===== src/rtl/halut_encoder_pkg.sv =====
// Shared types and helpers for the HALUT stream encoder: FSM states, fp16 compare, node offset.
package halut_encoder_pkg;

  typedef enum logic [1:0] {
    IDLE,
    WALK,
    HOLD
  } enc_state_e;

  // Strict fp16 greater-than: signed zeros compare equal, any NaN yields 0.
  function automatic logic fp16_gt(input logic [15:0] a, input logic [15:0] b);
    logic a_nan;
    logic b_nan;
    a_nan = (a[14:10] == 5'h1f) && (a[9:0] != 10'h000);
    b_nan = (b[14:10] == 5'h1f) && (b[9:0] != 10'h000);
    if (a_nan || b_nan) return 1'b0;
    if ((a[14:0] == 15'h0) && (b[14:0] == 15'h0)) return 1'b0;
    if (a[15] != b[15]) return b[15];
    if (!a[15]) return (a[14:0] > b[14:0]);
    return (a[14:0] < b[14:0]);
  endfunction

  function automatic int node_offset(input int level);
    return (1 << level) - 1;
  endfunction

endpackage


===== src/rtl/halut_thresh_mem.sv =====
// Per-unit threshold storage: flop array, one combinational read port, one write port.
// Contents are not reset; a write lands at the clock edge so a same-cycle read sees the old value.
module halut_thresh_mem #(
  parameter int Depth     = 128,
  parameter int AddrWidth = 7,
  parameter int DataWidth = 16
) (
  input  logic                 clk_i,
  input  logic                 we_i,
  input  logic [AddrWidth-1:0] waddr_i,
  input  logic [DataWidth-1:0] wdata_i,
  input  logic [AddrWidth-1:0] raddr_i,
  output logic [DataWidth-1:0] rdata_o
);

  logic [DataWidth-1:0] mem_q [Depth];

  always_ff @(posedge clk_i) begin
    if (we_i) mem_q[waddr_i] <= wdata_i;
  end

  assign rdata_o = mem_q[raddr_i];

endmodule


===== src/rtl/halut_encoder_stream.sv =====
// HALUT encoder unit: walks a TreeDepth-level decision tree one level per cycle, code valid TreeDepth cycles after accept,
// a busy output slot parks the finished code in HOLD. Define HALUT_ENCODER_STATS_EN to add the enc_count_o transfer counter.
module halut_encoder_stream
  import halut_encoder_pkg::*;
#(
  parameter int K                  = 16,
  parameter int C                  = 32,
  parameter int EncUnits           = 4,
  parameter int DataTypeWidth      = 16,
  parameter int EncUnitNumber      = 0,
  parameter int TreeDepth          = $clog2(K),
  parameter int CAddrWidth         = $clog2(C),
  parameter int CPerEncUnit        = C / EncUnits,
  parameter int ThreshMemAddrWidth = $clog2(CPerEncUnit * K)
) (
  input  logic                               clk_i,
  input  logic                               rst_ni,
  input  logic                               clear_i,
  input  logic                               in_valid_i,
  output logic                               in_ready_o,
  input  logic [TreeDepth*DataTypeWidth-1:0] a_input_i,
  input  logic [ThreshMemAddrWidth-1:0]      waddr_i,
  input  logic [DataTypeWidth-1:0]           wdata_i,
  input  logic                               we_i,
  output logic                               out_valid_o,
  input  logic                               out_ready_i,
  output logic [TreeDepth-1:0]               k_addr_o,
`ifdef HALUT_ENCODER_STATS_EN
  output logic [31:0]                        enc_count_o,
`endif
  output logic [CAddrWidth-1:0]              c_addr_o
);

  localparam int LvlW = (TreeDepth > 1) ? $clog2(TreeDepth) : 1;
  localparam int ClW  = (CPerEncUnit > 1) ? $clog2(CPerEncUnit) : 1;

  enc_state_e                         state_q, state_d;
  logic [LvlW-1:0]                    level_q, level_d;
  logic [TreeDepth-1:0]               k_q, k_d;
  logic [ClW-1:0]                     cl_q, cl_d;
  logic [TreeDepth*DataTypeWidth-1:0] a_q, a_d;
  logic                               out_valid_q, out_valid_d;
  logic [TreeDepth-1:0]               k_out_q, k_out_d;
  logic [CAddrWidth-1:0]              c_out_q, c_out_d;

  logic [ThreshMemAddrWidth-1:0] raddr;
  logic [DataTypeWidth-1:0]      thr;
  logic [DataTypeWidth-1:0]      a_elem;
  logic                          cmp_bit;
  logic [TreeDepth-1:0]          k_next;
  logic [ClW-1:0]                cl_next;
  logic [CAddrWidth-1:0]         c_glob;
  logic                          slot_free;
  logic                          last_lvl;

  assign raddr   = ThreshMemAddrWidth'(int'(cl_q) * K + node_offset(int'(level_q)) + int'(k_q));
  assign a_elem  = a_q[int'(level_q)*DataTypeWidth +: DataTypeWidth];
  assign cmp_bit = fp16_gt(a_elem, thr);
  assign k_next  = TreeDepth'({k_q, cmp_bit});
  assign cl_next = (cl_q == ClW'(CPerEncUnit - 1)) ? '0 : cl_q + 1'b1;
  assign c_glob  = CAddrWidth'(EncUnitNumber + EncUnits * int'(cl_q));
  assign slot_free = !out_valid_q || out_ready_i;
  assign last_lvl  = (level_q == LvlW'(TreeDepth - 1));

  halut_thresh_mem #(
    .Depth    (CPerEncUnit * K),
    .AddrWidth(ThreshMemAddrWidth),
    .DataWidth(DataTypeWidth)
  ) u_thresh_mem (
    .clk_i  (clk_i),
    .we_i   (we_i),
    .waddr_i(waddr_i),
    .wdata_i(wdata_i),
    .raddr_i(raddr),
    .rdata_o(thr)
  );

  always_comb begin
    state_d     = state_q;
    level_d     = level_q;
    k_d         = k_q;
    cl_d        = cl_q;
    a_d         = a_q;
    out_valid_d = out_valid_q;
    k_out_d     = k_out_q;
    c_out_d     = c_out_q;
    in_ready_o  = (state_q == IDLE);

    if (out_valid_q && out_ready_i) out_valid_d = 1'b0;

    case (state_q)
      IDLE: begin
        if (in_valid_i) begin
          a_d     = a_input_i;
          level_d = '0;
          k_d     = '0;
          state_d = WALK;
        end
      end
      WALK: begin
        k_d     = k_next;
        level_d = level_q + 1'b1;
        if (last_lvl) begin
          if (slot_free) begin
            k_out_d     = k_next;
            c_out_d     = c_glob;
            out_valid_d = 1'b1;
            cl_d        = cl_next;
            state_d     = IDLE;
          end else begin
            state_d = HOLD;
          end
        end
      end
      HOLD: begin
        // k_q already carries the finished code
        if (slot_free) begin
          k_out_d     = k_q;
          c_out_d     = c_glob;
          out_valid_d = 1'b1;
          cl_d        = cl_next;
          state_d     = IDLE;
        end
      end
      default: state_d = IDLE;
    endcase

    if (clear_i) begin
      state_d     = IDLE;
      level_d     = '0;
      k_d         = '0;
      cl_d        = '0;
      out_valid_d = 1'b0;
      k_out_d     = '0;
      c_out_d     = CAddrWidth'(EncUnitNumber);
    end
  end

  always_ff @(posedge clk_i or negedge rst_ni) begin
    if (!rst_ni) begin
      state_q     <= IDLE;
      level_q     <= '0;
      k_q         <= '0;
      cl_q        <= '0;
      a_q         <= '0;
      out_valid_q <= 1'b0;
      k_out_q     <= '0;
      c_out_q     <= CAddrWidth'(EncUnitNumber);
    end else begin
      state_q     <= state_d;
      level_q     <= level_d;
      k_q         <= k_d;
      cl_q        <= cl_d;
      a_q         <= a_d;
      out_valid_q <= out_valid_d;
      k_out_q     <= k_out_d;
      c_out_q     <= c_out_d;
    end
  end

  assign out_valid_o = out_valid_q;
  assign k_addr_o    = k_out_q;
  assign c_addr_o    = c_out_q;

`ifdef HALUT_ENCODER_STATS_EN
  logic [31:0] cnt_q, cnt_d;

  always_comb begin
    cnt_d = cnt_q;
    if (clear_i) cnt_d = '0;
    else if (out_valid_q && out_ready_i && (cnt_q != '1)) cnt_d = cnt_q + 32'd1;
  end

  always_ff @(posedge clk_i or negedge rst_ni) begin
    if (!rst_ni) cnt_q <= '0;
    else         cnt_q <= cnt_d;
  end

  assign enc_count_o = cnt_q;
`endif

endmodule

===== config.mk =====
export PLATFORM = sky130hd
export DESIGN_NAME = halut_encoder_stream
export DESIGN_NICKNAME = d
export VERILOG_FILES = /design/src/rtl/halut_encoder_pkg.sv /design/src/rtl/halut_thresh_mem.sv /design/src/rtl/halut_encoder_stream.sv
export SDC_FILE = /design/constraint.sdc
export NUM_CORES = 2
export LEC_CHECK = 0
export BUFFER_PORTS_ARGS = -buffer_cell sky130_fd_sc_hd__buf_2
export CAP_MARGIN = 20
export CORE_UTILIZATION = 29
export CTS_CLUSTER_SIZE = 14
export DETAILED_ROUTE_END_ITERATION = 6
export HOLD_SLACK_MARGIN = 0.12
export SETUP_SLACK_MARGIN = 0.05
export SLEW_MARGIN = 20
export SYNTH_ARGS = -nofsm -noshare
export SYNTH_HDL_FRONTEND = slang
export SYNTH_SLANG_ARGS = --single-unit

===== constraint.sdc =====
create_clock -name clk_i -period 9.2 [get_ports clk_i]
set_clock_uncertainty 0.15 [all_clocks]
set_input_delay 1.84 -clock clk_i [delete_from_list [all_inputs] [get_ports clk_i]]
set_output_delay 1.84 -clock clk_i [all_outputs]
set_load 0.005 [all_outputs]

# Yosys cells after proc, flatten, opt, wreduce, memory -nomap -nowiden
# Memories as Yosys holds them, arrays and structs flattened.
# Cells that the tools add are included.
[classes]
magnitude_cmp = 2
muxes = 51
n_eq_ne = 11
n_div = 0
bitwise = 0
n_reduce_logical = 19
n_addsub = 5
shifts = 2
multipliers = 0
[ops]
columns = ["cell", "n"]
rows = [
  ["variable part select 64 x 7 -> 16 bit", 1],
  ["zero test 15 bit", 2],
  ["2-to-1 mux 1 bit", 24],
  ["2-to-1 mux 4 bit", 6],
  ["nonzero test 10 bit", 2],
  ["one-hot mux 4 bit (2 select lines)", 2],
  ["> comparator 15 bit", 1],
  ["less-than comparator 15 bit", 1],
  ["2-to-1 mux 5 bit", 3],
  ["2-to-1 mux 2 bit", 7],
  ["2-to-1 mux 3 bit", 4],
  ["inequality test 3 bit, second input constant", 4],
  ["equality test 5 bit, second input constant", 2],
  ["one-hot mux 5 bit (2 select lines)", 1],
  ["adder 7 x 5 -> 7 bit", 1],
  ["adder 7 bit", 1],
  ["left shift 1 x 2 -> 7 bit, first input constant", 1],
  ["subtractor 7 x 2 -> 7 bit, second input constant", 1],
  ["one-hot mux 2 bit (3 select lines)", 1],
  ["one-hot mux 3 bit (2 select lines)", 1],
  ["AND reduction 2 bit", 3],
  ["nonzero test 3 bit", 2],
  ["equality test 2 bit, second input constant", 2],
  ["logical AND 1 bit", 4],
  ["12 further kinds", 13],
]
[word_totals]
regBits = 85
mem_bits_ro = 0
wordCells = 99
out_inout_bits = 11
mem_count = 1
mem_bits_rw = 2048
latch_bits = 0
inputBits = 93
[mem_list]
columns = ["memory", "words", "width", "read_ports", "rd_ports_with_merged_regs", "write_ports", "line_no", "source"]
rows = [
  ["u_thresh_mem.mem_q", 128, 16, 1, 0, 1, "halut_thresh_mem.sv:16", "logic [DataWidth-1:0] mem_q [Depth];"],
]

# Depth between registers and ports, before layout
# An unclocked memory read counts as a cell.
[depth]
word_depth = 23
depth_mapped = 34
ltp_nobuf = 28

# Hierarchy
# From an unflattened synthesis, not the netlist that was laid out.
[hier_totals]
hier_cells = 3442
area_unflattened_um2 = 82749.4
[modules_own_cells]
columns = ["mod", "cells_each", "n_inst", "area_each_um2", "seq_area_each_um2"]
rows = [
  ["halut_thresh_mem", 3070, 1, 78202.5, 61499.0],
  ["halut_encoder_stream", 372, 1, 4546.9, 2077.0],
]

# Worst setup path before layout
# OpenSTA, ideal clock, no wires.
[synth_timing]
path_kind = "reg-to-reg"
start = "register level_q[0]"
end = "register k_out_q[0], in the netlist k_addr_o[0]"
period_less_slack_ps = 6420
setup_time_ps = 96
path_stages_with_launch = 33
slack_ps = 2780
path_buffers = 6
required_time_ps = 8954
arrival_ps = 6175
cell_sequence = "dfrtp_1 > buf_2 > buf_1 > inv_1 > ha_1 > inv_1 > ha_1 > inv_1 > ha_1 > inv_1 > fa_1 > clkinv_1 > buf_2 > buf_4 > buf_2 > buf_1 > nand2_1 > a21oi_1 > nor2_1 > a221oi_1 > a22oi_2 > ha_1 > and4_1 > and2_1 > and3_1 > o221ai_1 > nand4_1 > a221oi_1 > o31a_1 > o31a_1 > o41a_1 > mux2i_1 > o31ai_1"
[synth_between]
elab_chain_cells = 18
word_cells_on_any_way = 43
cone_classes = "3 x add/sub; 2 x order compare; 5 x eq/ne; 2 x shift; 21 x mux; 9 x reduce/logical; 1 x memory"
[synth_lines]
columns = ["element", "line_no", "source"]
rows = [
  ["start, declared", "halut_encoder_stream.sv:38", "logic [LvlW-1:0] level_q, level_d;"],
  ["start signal, assigned", "halut_encoder_stream.sv:151", "level_q <= level_d;"],
  ["parallel branches: the longest is 18 deep, another holds memory read (128 x 16 bit)", "--", ""],
  ["end signal, assigned", "halut_encoder_stream.sv:156", "k_out_q <= k_out_d;"],
  ["end, declared", "halut_encoder_stream.sv:43", "logic [TreeDepth-1:0] k_out_q, k_out_d;"],
]
# Several ways; the timed one is not identified. The select of a mux whose other input is x is not followed.
# A chain may end at the register's enable or synchronous reset.

# Final worst setup path
[layout_timing]
start = "register level_q[1]"
end = "register k_q[0]"
[layout_between]
elab_chain_cells = 16
word_cells_on_any_way = 38
cone_classes = "3 x add/sub; 2 x order compare; 3 x eq/ne; 2 x shift; 19 x mux; 8 x reduce/logical; 1 x memory"
[layout_lines]
columns = ["element", "line_no", "source"]
rows = [
  ["parallel branches: the longest is 13 deep, another holds memory read (128 x 16 bit)", "--", ""],
  ["2-to-1 mux 1 bit (*)", "halut_encoder_pkg.sv:17", "if ((a[14:0] == 15'h0) && (b[14:0] == 15'h0)) return 1'b0;"],
  ["one-hot mux 4 bit (2 select lines) (*)", "halut_encoder_stream.sv:91", "case (state_q)"],
  ["2-to-1 mux 4 bit (*)", "halut_encoder_stream.sv:128", "if (clear_i) begin"],
  ["end signal, assigned", "halut_encoder_stream.sv:152", "k_q <= k_d;"],
  ["end, declared", "halut_encoder_stream.sv:39", "logic [TreeDepth-1:0] k_q, k_d;"],
]
# Every way passes the cells marked *. The select of a mux whose other input is x is not followed.

==> impl_results.rst <==
.. list-table::
   :header-rows: 1

   * - Metric
     - Value
   * - Remaining number of nets flagged by the antenna check after routing
     - 0
   * - Worst min-delay path category
     - flop to flop
   * - Clock buffer count from CTS
     - 216
   * - Wire length per cell after detailed routing
     - 29.7 um
   * - Initial antenna violation count
     - 17
   * - CP Data Arrival Time
     - 8.35 ns
   * - Count of nets after finishing
     - 4368
   * - Total wire length
     - 244000 um
   * - Worst hold margin
     - 0.325 ns
   * - Die footprint
     - 292000 sq um
   * - Fmax
     - 0.128 GHz
   * - Endpoint, Worst Hold
     - c_addr_o[4]
   * - Required time of the critical path
     - 9.76 ns
   * - Switching Share
     - 27.9%
   * - Core utilization of the finished layout
     - 33.8%
   * - Synth cell types
     - 81
   * - Hold-fix buffers at CTS
     - 0
   * - Standby leakage power
     - 0.0306 uW
   * - GPL Wtd Cong
     - 0.918
   * - Crit-path max cell delay
     - 0.73 ns
   * - Post-synthesis instance total
     - 3918
   * - Cell count of the worst reg-to-reg path
     - 28
   * - Final hold violations
     - 0
   * - Post-Synthesis Cell Area
     - 83900 sq um
   * - Clock group share of total power
     - 36.2%
   * - Filler cell count
     - 26687
   * - Final period demand of the worst path
     - 7.79 ns
   * - Cell type with the highest aggregate area in the netlist
     - sky130_fd_sc_hd__edfxtp_1
   * - Internal Dissipation
     - 17600 uW
   * - Number of buffers on the longest clock path
     - 3
   * - Port bufs
     - 101
   * - Power share of the sequential group
     - 44.1%
   * - Total number of clock tree sinks
     - 2131
   * - Commonest cells in the netlist
     - sky130_fd_sc_hd__edfxtp_1 (2048), sky130_fd_sc_hd__mux4_2 (548), sky130_fd_sc_hd__nand2_1 (207), sky130_fd_sc_hd__nor2_1 (168), sky130_fd_sc_hd__dfrtp_1 (83)
   * - Share of flip-flops with an asynchronous set or reset
     - 3.89%
   * - Total half-perimeter wirelength after legalization and detailed placement
     - 150000 um
   * - Slowest stage cell, crit path
     - sky130_fd_sc_hd__xnor2_4
   * - Final Cycle Share
     - 84.6%
   * - Net Switching
     - 6810 uW
   * - Critical path launch point type
     - flop
   * - Combinational fraction of design power
     - 19.7%
   * - Ranking of synthesized cells by area
     - sky130_fd_sc_hd__edfxtp_1 (73%), sky130_fd_sc_hd__mux4_2 (15%), sky130_fd_sc_hd__dfrtp_1 (2.5%)
   * - Vias in the first global route
     - 42382
   * - Setup total negative slack
     - 0 ns
   * - Die X
     - 540 um
   * - CTS root buffer
     - sky130_fd_sc_hd__clkbuf_16
   * - IO Count
     - 104
   * - Unrepaired setup endpoints after global routing
     - false
   * - Max-cap viol count
     - 0
   * - GRT Total Usage
     - 16.4%
   * - Vertical extent of the die
     - 540 um
   * - Total gr overflow
     - 0
   * - Vias per inst
     - 5.26
   * - Start point of the worst min-delay path
     - c_addr_o[4]
   * - Sequential element share of the synthesized area
     - 75.8%
   * - Most common cell in the synthesized netlist
     - sky130_fd_sc_hd__edfxtp_1
   * - Pins Over Slew Limit
     - 0
   * - Worst Path Class, Setup
     - flop to flop
   * - Initial core utilization
     - 29.2%
   * - Most used flip-flop cell after synthesis
     - sky130_fd_sc_hd__edfxtp_1
   * - DRT iter0 DRCs
     - 6450
   * - Clock insertion delay at the later pin of the skew report
     - 0.88 ns
   * - Signed area change from the synthesized netlist to the final layout
     - 16.0%
   * - Largest net degree at the start of global routing
     - 89
   * - #FFs+latches synth
     - 2131
   * - Drt pass-1 iters
     - 7
   * - Failing checks
     - DRC
   * - Floorplan row count
     - 197
   * - Largest voltage drop on the vdd net
     - 0.192 mV
   * - Buffer count from post-CTS setup fixing
     - 0
   * - H-tree Lvls
     - 4
   * - Total core area
     - 288000 sq um
   * - Critical R2R Launch
     - level_q[1]
   * - Top fanout value on the critical path
     - 78
   * - Crit path capture type
     - flop
   * - Wire length of the first global-routing pass
     - 339000 um
   * - Clock-pin slew on the worst setup and hold paths
     - 0.06 ns
   * - Worst flop-to-flop path endpoint
     - k_q[0]
   * - TritonCTS clock tree
     - done
   * - Depth of the worst hold-timing path
     - 2
   * - Run status
     - finished with violations
   * - CTS resizes
     - 0
   * - Post-synth top area share
     - 73.3%
   * - Residual DRC count
     - 18
   * - Pwr dens
     - 251 nW/um^2
   * - Transition at the pin with the smallest max-transition slack
     - 1.28 ns
   * - Fraction of layout instances using a drive strength above 1
     - 30.9%
   * - Routed vias
     - 43165
   * - Average cell area after synthesis
     - 21.4 sq um
   * - Setup slack of the most critical reg-to-reg path
     - 1.41 ns
   * - Slew headroom
     - 14.5%
   * - Count of flip-flops with a built-in enable after synthesis
     - 2048
   * - Yosys warnings
     - 0
   * - Endpoints failing setup
     - 0
[flip-flops by register name, summed over array words and instances, names as in the netlist]
signal and cells:
a_q 64, c_addr_o 3, cl_q 3, k_addr_o 4, k_q 4, level_q 2, out_valid_o 1, state_q 2
u_thresh_mem.mem_q 2048
[power by group through the flow]
stage / logic (uW) / registers [uW] / clock network, uW
global placement: 4730 / 11000 / 0
global route: 4960 / 10800 / 9310
finish: 4800 / 10800 / 8840
floorplan: 2830 / 10900 / 0
CTS: 4750 / 10800 / 8960
detailed placement: 4730 / 11000 / 0
[kinds of logic after synthesis]
| kind of cell | synth area share [%] |
|---|---|
| flip-flops | 75.8 |
| buffers and inverters | 1.87 |
| AND/OR/NAND/NOR | 2.95 |
| adder cells (fa/ha/maj) | 0.531 |
| AO/OA/AOI/OAI | 2.28 |
| other | 0.00447 |
| multiplexers | 16.5 |
| XOR/XNOR | 0.0701 |
[how the worst max path moves through the flow]
stage	slack [ns]	cells past startpoint	to	start
6_report	1.41	28	k_q[0]	level_q[1]
5_1_grt	1.08	26	k_q[0]	level_q[0]
4_1_cts	1.55	26	k_q[0]	level_q[0]
3_5_place_dp	1.59	26	k_q[0]	level_q[0]
3_3_place_gp	1.69	26	k_q[0]	level_q[0]
2_1_floorplan	2.78	32	k_addr_o[0]	level_q[0]
[per-stage QoR]
| stage | cell area (sq um) | power [uW] | setup WS [ns] | std cells |
|---|---|---|---|---|
| after floorplan | 83900 | 13800 | 2.78 | 3919 |
| after global placement | 90200 | 15700 | 1.69 | 7803 |
| after detailed placement | 90200 | 15700 | 1.59 | 7803 |
| after CTS | 97300 | 24500 | 1.55 | 8205 |
| after global routing | 97300 | 25000 | 1.08 | 8206 |
| final | 97300 | 24400 | 1.41 | 8207 |
[worst max-delay path, delay by kind of cell (launching register included)]
family	cells	cell delay, ns
multiplexers	5	1.90
AND/OR/NAND/NOR	7	1.44
adder cells (fa/ha/maj)	5	1.41
buffers and inverters	5	0.77
AO/OA/AOI/OAI	5	0.77
XOR/XNOR	1	0.73
flip-flops	1	0.37
[cell usage in the layout, fill, tap and decap left out, types with 8 or more instances in the layout]
cell type                   count
sky130_fd_sc_hd__ha_1          32
sky130_fd_sc_hd__nor2_4        16
sky130_fd_sc_hd__o22ai_1       16
sky130_fd_sc_hd__nor2b_1       13
sky130_fd_sc_hd__a31oi_1       16
sky130_fd_sc_hd__nor2_1        82
sky130_fd_sc_hd__inv_1         29
sky130_fd_sc_hd__o21ai_0       25
sky130_fd_sc_hd__a22oi_1       37
sky130_fd_sc_hd__nor4_1         8
sky130_fd_sc_hd__clkbuf_1      53
sky130_fd_sc_hd__and2_1        10
sky130_fd_sc_hd__clkinv_2      34
sky130_fd_sc_hd__bufinv_16     25
sky130_fd_sc_hd__nand2b_1       9
sky130_fd_sc_hd__a22o_1        10
sky130_fd_sc_hd__nor3_1        15
sky130_fd_sc_hd__nand4_1       26
sky130_fd_sc_hd__buf_12        29
sky130_fd_sc_hd__edfxtp_1    2048
sky130_fd_sc_hd__mux2_2        74
sky130_fd_sc_hd__a211oi_1      13
sky130_fd_sc_hd__buf_4        208
sky130_fd_sc_hd__a21oi_1       33
sky130_fd_sc_hd__mux2i_1       57
sky130_fd_sc_hd__nand2_1      205
sky130_fd_sc_hd__clkinv_1      48
sky130_fd_sc_hd__clkbuf_16    217
sky130_fd_sc_hd__dfrtp_1       83
sky130_fd_sc_hd__buf_2         84
sky130_fd_sc_hd__mux4_2       548
sky130_fd_sc_hd__a221oi_1      19
sky130_fd_sc_hd__nor2_2        71
sky130_fd_sc_hd__and3_1        15
sky130_fd_sc_hd__nand3_1       59
[layout make-up]
type	count	area, sq um	share of cell area, %
Tap cell	3781	4730	4.86
Antenna cell	2	5.00	0.00514
Clock inverter	132	1480	1.52
Inverter	30	114	0.117
Multi-Input combinational cell	1539	19200	19.7
Timing Repair Buffer	322	2570	2.64
Clock buffer	270	5630	5.78
Sequential cell	2131	63600	65.3
[metal layers]
metal	GRT usage, %	up-vias	share of wire [%]
li1	-	17058	-
met1	23.0	23162	41
met2	24.9	2520	45
met3	3.89	419	11
met4	5.60	6	3.5
met5	0	-	0.018
(Power assumes the default switching activity.)
